===== config.mk =====
export PLATFORM = sky130hd
export DESIGN_NAME = mac
export DESIGN_NICKNAME = d
export VERILOG_FILES = /design/src/rtl/mac.sv
export SDC_FILE = /design/constraint.sdc
export NUM_CORES = 1
export LEC_CHECK = 0
export CORE_AREA = 2 2 89 91
export DETAILED_ROUTE_END_ITERATION = 12
export DIE_AREA = 0 0 91 93
export GPL_TIMING_DRIVEN = 0
export PLACE_DENSITY = 0.72
export SYNTH_ARGS = -nofsm -noshare
export SYNTH_HDL_FRONTEND = slang
export SYNTH_SLANG_ARGS = --single-unit

===== constraint.sdc =====
create_clock -name clock -period 5.85 [get_ports clock]
set_clock_uncertainty 0.05 [all_clocks]
set_input_delay 1.17 -clock clock [delete_from_list [all_inputs] [get_ports clock]]
set_output_delay 1.17 -clock clock [all_outputs]
set_load 0.01 [all_outputs]

===== src/rtl/mac.sv =====
// Registered multiply-accumulate cell: io_out <= io_a * io_b + io_c, one-cycle latency.
// Define MAC_SIGNED_EN for two's-complement operands; default build is unsigned.
module mac #(
    parameter int A_WIDTH   = 8,
    parameter int B_WIDTH   = 8,
    parameter int C_WIDTH   = 16,
    parameter int OUT_WIDTH = 17
) (
    input  logic                 clock,
    input  logic                 reset,
    input  logic [A_WIDTH-1:0]   io_a,
    input  logic [B_WIDTH-1:0]   io_b,
    input  logic [C_WIDTH-1:0]   io_c,
    output logic [OUT_WIDTH-1:0] io_out
);

    localparam int P_WIDTH = A_WIDTH + B_WIDTH;

    logic [P_WIDTH-1:0]   a_ext_s;
    logic [P_WIDTH-1:0]   b_ext_s;
    logic [P_WIDTH-1:0]   prod_s;
    logic [OUT_WIDTH-1:0] prod_ext_s;
    logic [OUT_WIDTH-1:0] c_ext_s;
    logic [OUT_WIDTH-1:0] sum_d;
    logic [OUT_WIDTH-1:0] out_q;

    // Extend operands to product width, multiply, then extend and add at result width.
    always_comb begin
        a_ext_s    = {P_WIDTH{1'b0}};
        b_ext_s    = {P_WIDTH{1'b0}};
        prod_s     = {P_WIDTH{1'b0}};
        prod_ext_s = {OUT_WIDTH{1'b0}};
        c_ext_s    = {OUT_WIDTH{1'b0}};
        sum_d      = {OUT_WIDTH{1'b0}};
`ifdef MAC_SIGNED_EN
        // Multiplying sign-extended operands at P_WIDTH yields the exact signed product.
        a_ext_s    = {{B_WIDTH{io_a[A_WIDTH-1]}}, io_a};
        b_ext_s    = {{A_WIDTH{io_b[B_WIDTH-1]}}, io_b};
        prod_s     = a_ext_s * b_ext_s;
        prod_ext_s = {{(OUT_WIDTH-P_WIDTH){prod_s[P_WIDTH-1]}}, prod_s};
        c_ext_s    = {{(OUT_WIDTH-C_WIDTH){io_c[C_WIDTH-1]}}, io_c};
`else
        a_ext_s    = {{B_WIDTH{1'b0}}, io_a};
        b_ext_s    = {{A_WIDTH{1'b0}}, io_b};
        prod_s     = a_ext_s * b_ext_s;
        prod_ext_s = {{(OUT_WIDTH-P_WIDTH){1'b0}}, prod_s};
        c_ext_s    = {{(OUT_WIDTH-C_WIDTH){1'b0}}, io_c};
`endif
        sum_d      = prod_ext_s + c_ext_s;
    end

    // Output register: cleared by synchronous reset, otherwise captures every cycle.
    always_ff @(posedge clock) begin
        if (reset) begin
            out_q <= {OUT_WIDTH{1'b0}};
        end else begin
            out_q <= sum_d;
        end
    end

    assign io_out = out_q;

endmodule


Yosys cells after proc, flatten, opt, wreduce, memory -nomap -nowiden
Cells that the tools add are included.

Multiply operators: 1. Add/subtract/negate cells: 1.

Operator list (number): $add A16 B16 Y17 (1); $mul A8 B8 Y16 (1).

Register bits after elaboration: 17. Output and inout port bits: 17. Word-level logic and storage cells: 3.

Logic depth before layout (Yosys ltp)
Word-level depth: 2. Gate-level depth with buffers: 15. Gate-level depth less buffers: 15.

Worst setup path after synthesis
No wires, ideal clock.

Kind: input-to-reg. Start: in io_a[0]. End: reg out_q[16] (netlist: io_out[16]). Cell stages on the path: 14. Buffers on the path: 0. Library setup time: 123 ps. Slack: 974 ps. Data arrival time: 4703 ps. Cells stage by stage: nand2_1 fa_1 fa_1 inv_1 fa_1 inv_1 fa_1 inv_1 ha_1 nand3_2 o211ai_2 nand2_2 o31ai_2 mux2_1.

Word-level cells in the longest chain between the ends: 2.

RTL lines: from (decl) (line 11) `input logic [A_WIDTH-1:0] io_a,`; $mul A8 B8 Y16 (line 45) `prod_s = a_ext_s * b_ext_s;`; $add A16 B16 Y17 (line 49) `sum_d = prod_ext_s + c_ext_s;`; to (signal assigned) (line 55) `out_q <= {OUT_WIDTH{1'b0}};`; to (signal assigned) (line 57) `out_q <= sum_d;`; to (decl) (line 25) `logic [OUT_WIDTH-1:0] out_q;`.

No other way between the ends. A chain may end at the register's enable or synchronous reset.

Worst setup path in the final report
Start: in io_a[4]. End: reg out_q[14] (netlist: io_out[14]).

The elaborated chain is that of the path after synthesis.

==> flow_metrics.py <==
metrics = {
    "global_routing": {
        "antenna_found_initial": 0,
        "grt_overflow": 0,
        "grt_start_max_net_pins": 11,
        "grt_pass1_vias": 2701,
        "track_usage_pct": 16.2,
        "grt_pass1_wl_um": 11400,
    },
    "clock_tree": {
        "cts_max_path_buffers": 2,
        "hold_buffers": 0,
        "ctsResizeCount": 0,
        "cts_buffers": 3,
        "cts_tree": "done",
        "post_cts_buffers": 0,
        "root_buffer": "clkbuf_8",
        "clk_pin_slew_ns": 0.06,
        "htreeDepth": 1,
        "clkSinkCount": 17,
    },
    "setup_path": {
        "crit_family": "adder cells",
        "worst-path-buf-inv": 5,
        "critPathMaxStageDelay_ns": 0.64,
        "path_common_cell": "fa_1",
        "startpoint_type": "input pin",
        "cp_cell_sequence": "clkdlybuf4s50_1, nand2_1, fa_1, inv_1, fa_1, inv_1, fa_1, inv_1, fa_1, ha_1, buf_2, nand2_1, o21ai_0, nand3_1, o211ai_1, mux2_2",
        "worst-path-max-fanout": 9,
        "crit_start": "io_a[4]",
        "crit_type": "in2reg",
        "critical_path.endpoint": "io_out[14]",
        "crit_path_top_delay_cell": "clkdlybuf4s50_1",
        "cp.arrival_ns": 5.66,
        "end_kind": "flop",
        "required_ns": 5.94,
        "crit_cells": 16,
    },
    "drt": {
        "num_vias": 2422,
        "dr.first_iter.drc_count": 115,
        "wl_met3_um": 307,
        "routed-wl-met2_um": 3260,
        "wl_per_cell_um": 11.8,
        "top_layer": "met4",
        "drtPass1Iterations": 6,
        "met1_length_um": 2390,
        "drc": 0,
        "vias_per_cell": 4.76,
        "ant_nets": 0,
        "finalWirelength_um": 6000,
    },
    "power": {
        "cellLeakagePower_uw": 0.00185,
        "powerDensity_nw_per_um2": 350,
        "peakVddDrop_v": 0.000202,
    },
    "place": {
        "port_buffers": 49,
        "place_hpwl_um": 5280,
        "globalplace.congestion": 0.856,
    },
    "synth": {
        "synth_enable_flop_cells": 0,
        "netlist_instances": 354,
        "synth_area_leaders": "fa_1, ha_1, inv_1",
        "synth_area_um2": 3040,
        "postSynthAreaPerCell_um2": 8.58,
        "yosys-top-cells-count": "inv_1, fa_1, nand2_1",
        "synth_flop_cell": "dfxtp_1",
        "synth_cell_types": 38,
        "async_reset_ff_share_pct": 0,
        "ys_warn_count": 0,
        "synth_top_cell_area_share_pct": 33.6,
        "synth_seq_cells": 17,
        "syn-num-nets": 475,
        "synth_top_cell_by_area": "fa_1",
        "yosysMostFrequentCell": "inv_1",
        "ys_seq_area_share_pct": 11.2,
    },
    "layout": {
        "largest_reg_flops": 17,
        "layout.area.seq_um2": 340,
        "post-route-util_pct": 49.2,
        "multi_input_comb_area_um2": 2310,
        "regMostFlops": "io_out",
        "area_delta_synth_final_pct": 21.8,
        "final_layout_size_suffix_gt1_share_pct": 3.44,
        "n_fill_cell": 783,
        "layout.nets": 529,
        "reg.largest.list": "io_out (17)",
        "antenna_cells": 0,
    },
    "min_path": {
        "hold_class": "in2reg",
    },
    "sta": {
        "drv_slew": 0,
        "rsz0062_at_grt": "false",
        "setup_tns_ns": 0,
        "finalSetupViolations": 0,
        "fmaxAchievable_mhz": 180,
        "holdWs_ns": 1.36,
        "max_slew.worst_pin.slew_ns": 0.450,
        "hold_violations": 0,
        "min_period_ns": 5.57,
        "slew_headroom_pct": 70.0,
        "period_share_pct": 95.2,
    },
    "floorplan": {
        "start_util_pct": 40.3,
        "dieArea_um2": 8460,
        "fp-row-count": 32,
        "coreArea_um2": 7530,
        "die_w_um": 91,
        "io_pins": 51,
        "fp.dieH_um": 93,
    },
    "status": {
        "outcome": "finished, final reports clean",
    },
    "job": {
        "maxCapViolCount": 0,
    },
}
[worst min-delay path by stage]
| stage | start | endpoint | slack, ns | cells after the start |
|---|---|---|---|---|
| after global routing | reset | io_out[16] | 1.39 | 3 |
| after detailed placement | reset | io_out[16] | 1.61 | 3 |
| after CTS | reset | io_out[16] | 1.37 | 3 |
| final | reset | io_out[16] | 1.36 | 3 |
| after global placement | reset | io_out[16] | 1.58 | 3 |
| after floorplan | io_c[0] | io_out[0] | 1.35 | 2 |
[layout make-up]
type / instances / area share, %
sequential: 17 / 9.20
timing repair buffer: 49 / 13.3
multi-input combinational: 237 / 62.5
buffer: 5 / 0.744
tap: 102 / 3.45
inverter: 95 / 9.64
clock buffer: 4 / 1.22
[kinds of logic after synthesis]
kind of cell,Yosys count,share of synthesized area [%]
flip-flops,17,11.2
buffers and inverters,100,12.6
AO/OA/AOI/OAI,28,5.97
XOR/XNOR,6,1.73
AND/OR/NAND/NOR,112,18.5
multiplexers,4,1.48
adder cells (fa/ha/maj),87,48.5
[per-stage QoR]
| stage | setup WS [ns] | cells | cell area (µm²) | total power [µW] |
|---|---|---|---|---|
| 6_report | 0.280 | 509 | 3700 | 1300 |
| 5_1_grt | 0.0531 | 509 | 3700 | 1480 |
| 4_1_cts | 0.261 | 509 | 3700 | 1310 |
| 3_5_place_dp | 0.0144 | 505 | 3650 | 1220 |
| 3_3_place_gp | 0.0917 | 505 | 3650 | 1190 |
| 2_1_floorplan | 0.974 | 354 | 3040 | 950 |
[cell usage in the layout (no fill, tap or decap), types with 2 or more instances in the layout]
cell type / Yosys / routed
nand3_2: 2 / 2
fa_1: 51 / 51
nor2_1: 17 / 17
nor3b_1: 2 / 2
o21bai_1: 2 / 2
and2_1: 28 / 28
nand2_1: 43 / 43
xnor2_1: 4 / 4
xor2_1: 2 / 2
o21ai_0: 4 / 4
nand3_1: 4 / 4
nor2b_1: 8 / 8
clkbuf_1: 3 / 4
mux2_1: 2 / 2
a31oi_1: 2 / 2
nand4b_1: 2 / 2
a21oi_1: 11 / 11
clkbuf_8: 0 / 3
inv_1: 95 / 95
mux2_2: 2 / 2
ha_1: 36 / 36
clkdlybuf4s50_1: 0 / 49
dfxtp_1: 17 / 17
[routing by layer]
| layer | vias to the layer above | global-route usage, % |
|---|---|---|
| li1 | 1171 | - |
| met1 | 1187 | 19.0 |
| met2 | 60 | 31.6 |
| met3 | 4 | 2.98 |
| met4 | 0 | 1.64 |
| met5 | - | 0 |
[power by group]
part	leakage, µW	total (µW)	switching, µW	internal, µW
logic	0.00169	1040	565	476
registers	0.000142	172	10.1	162
clock network	0.0000228	83.7	35.5	48.2
(Power assumes the default switching activity.)
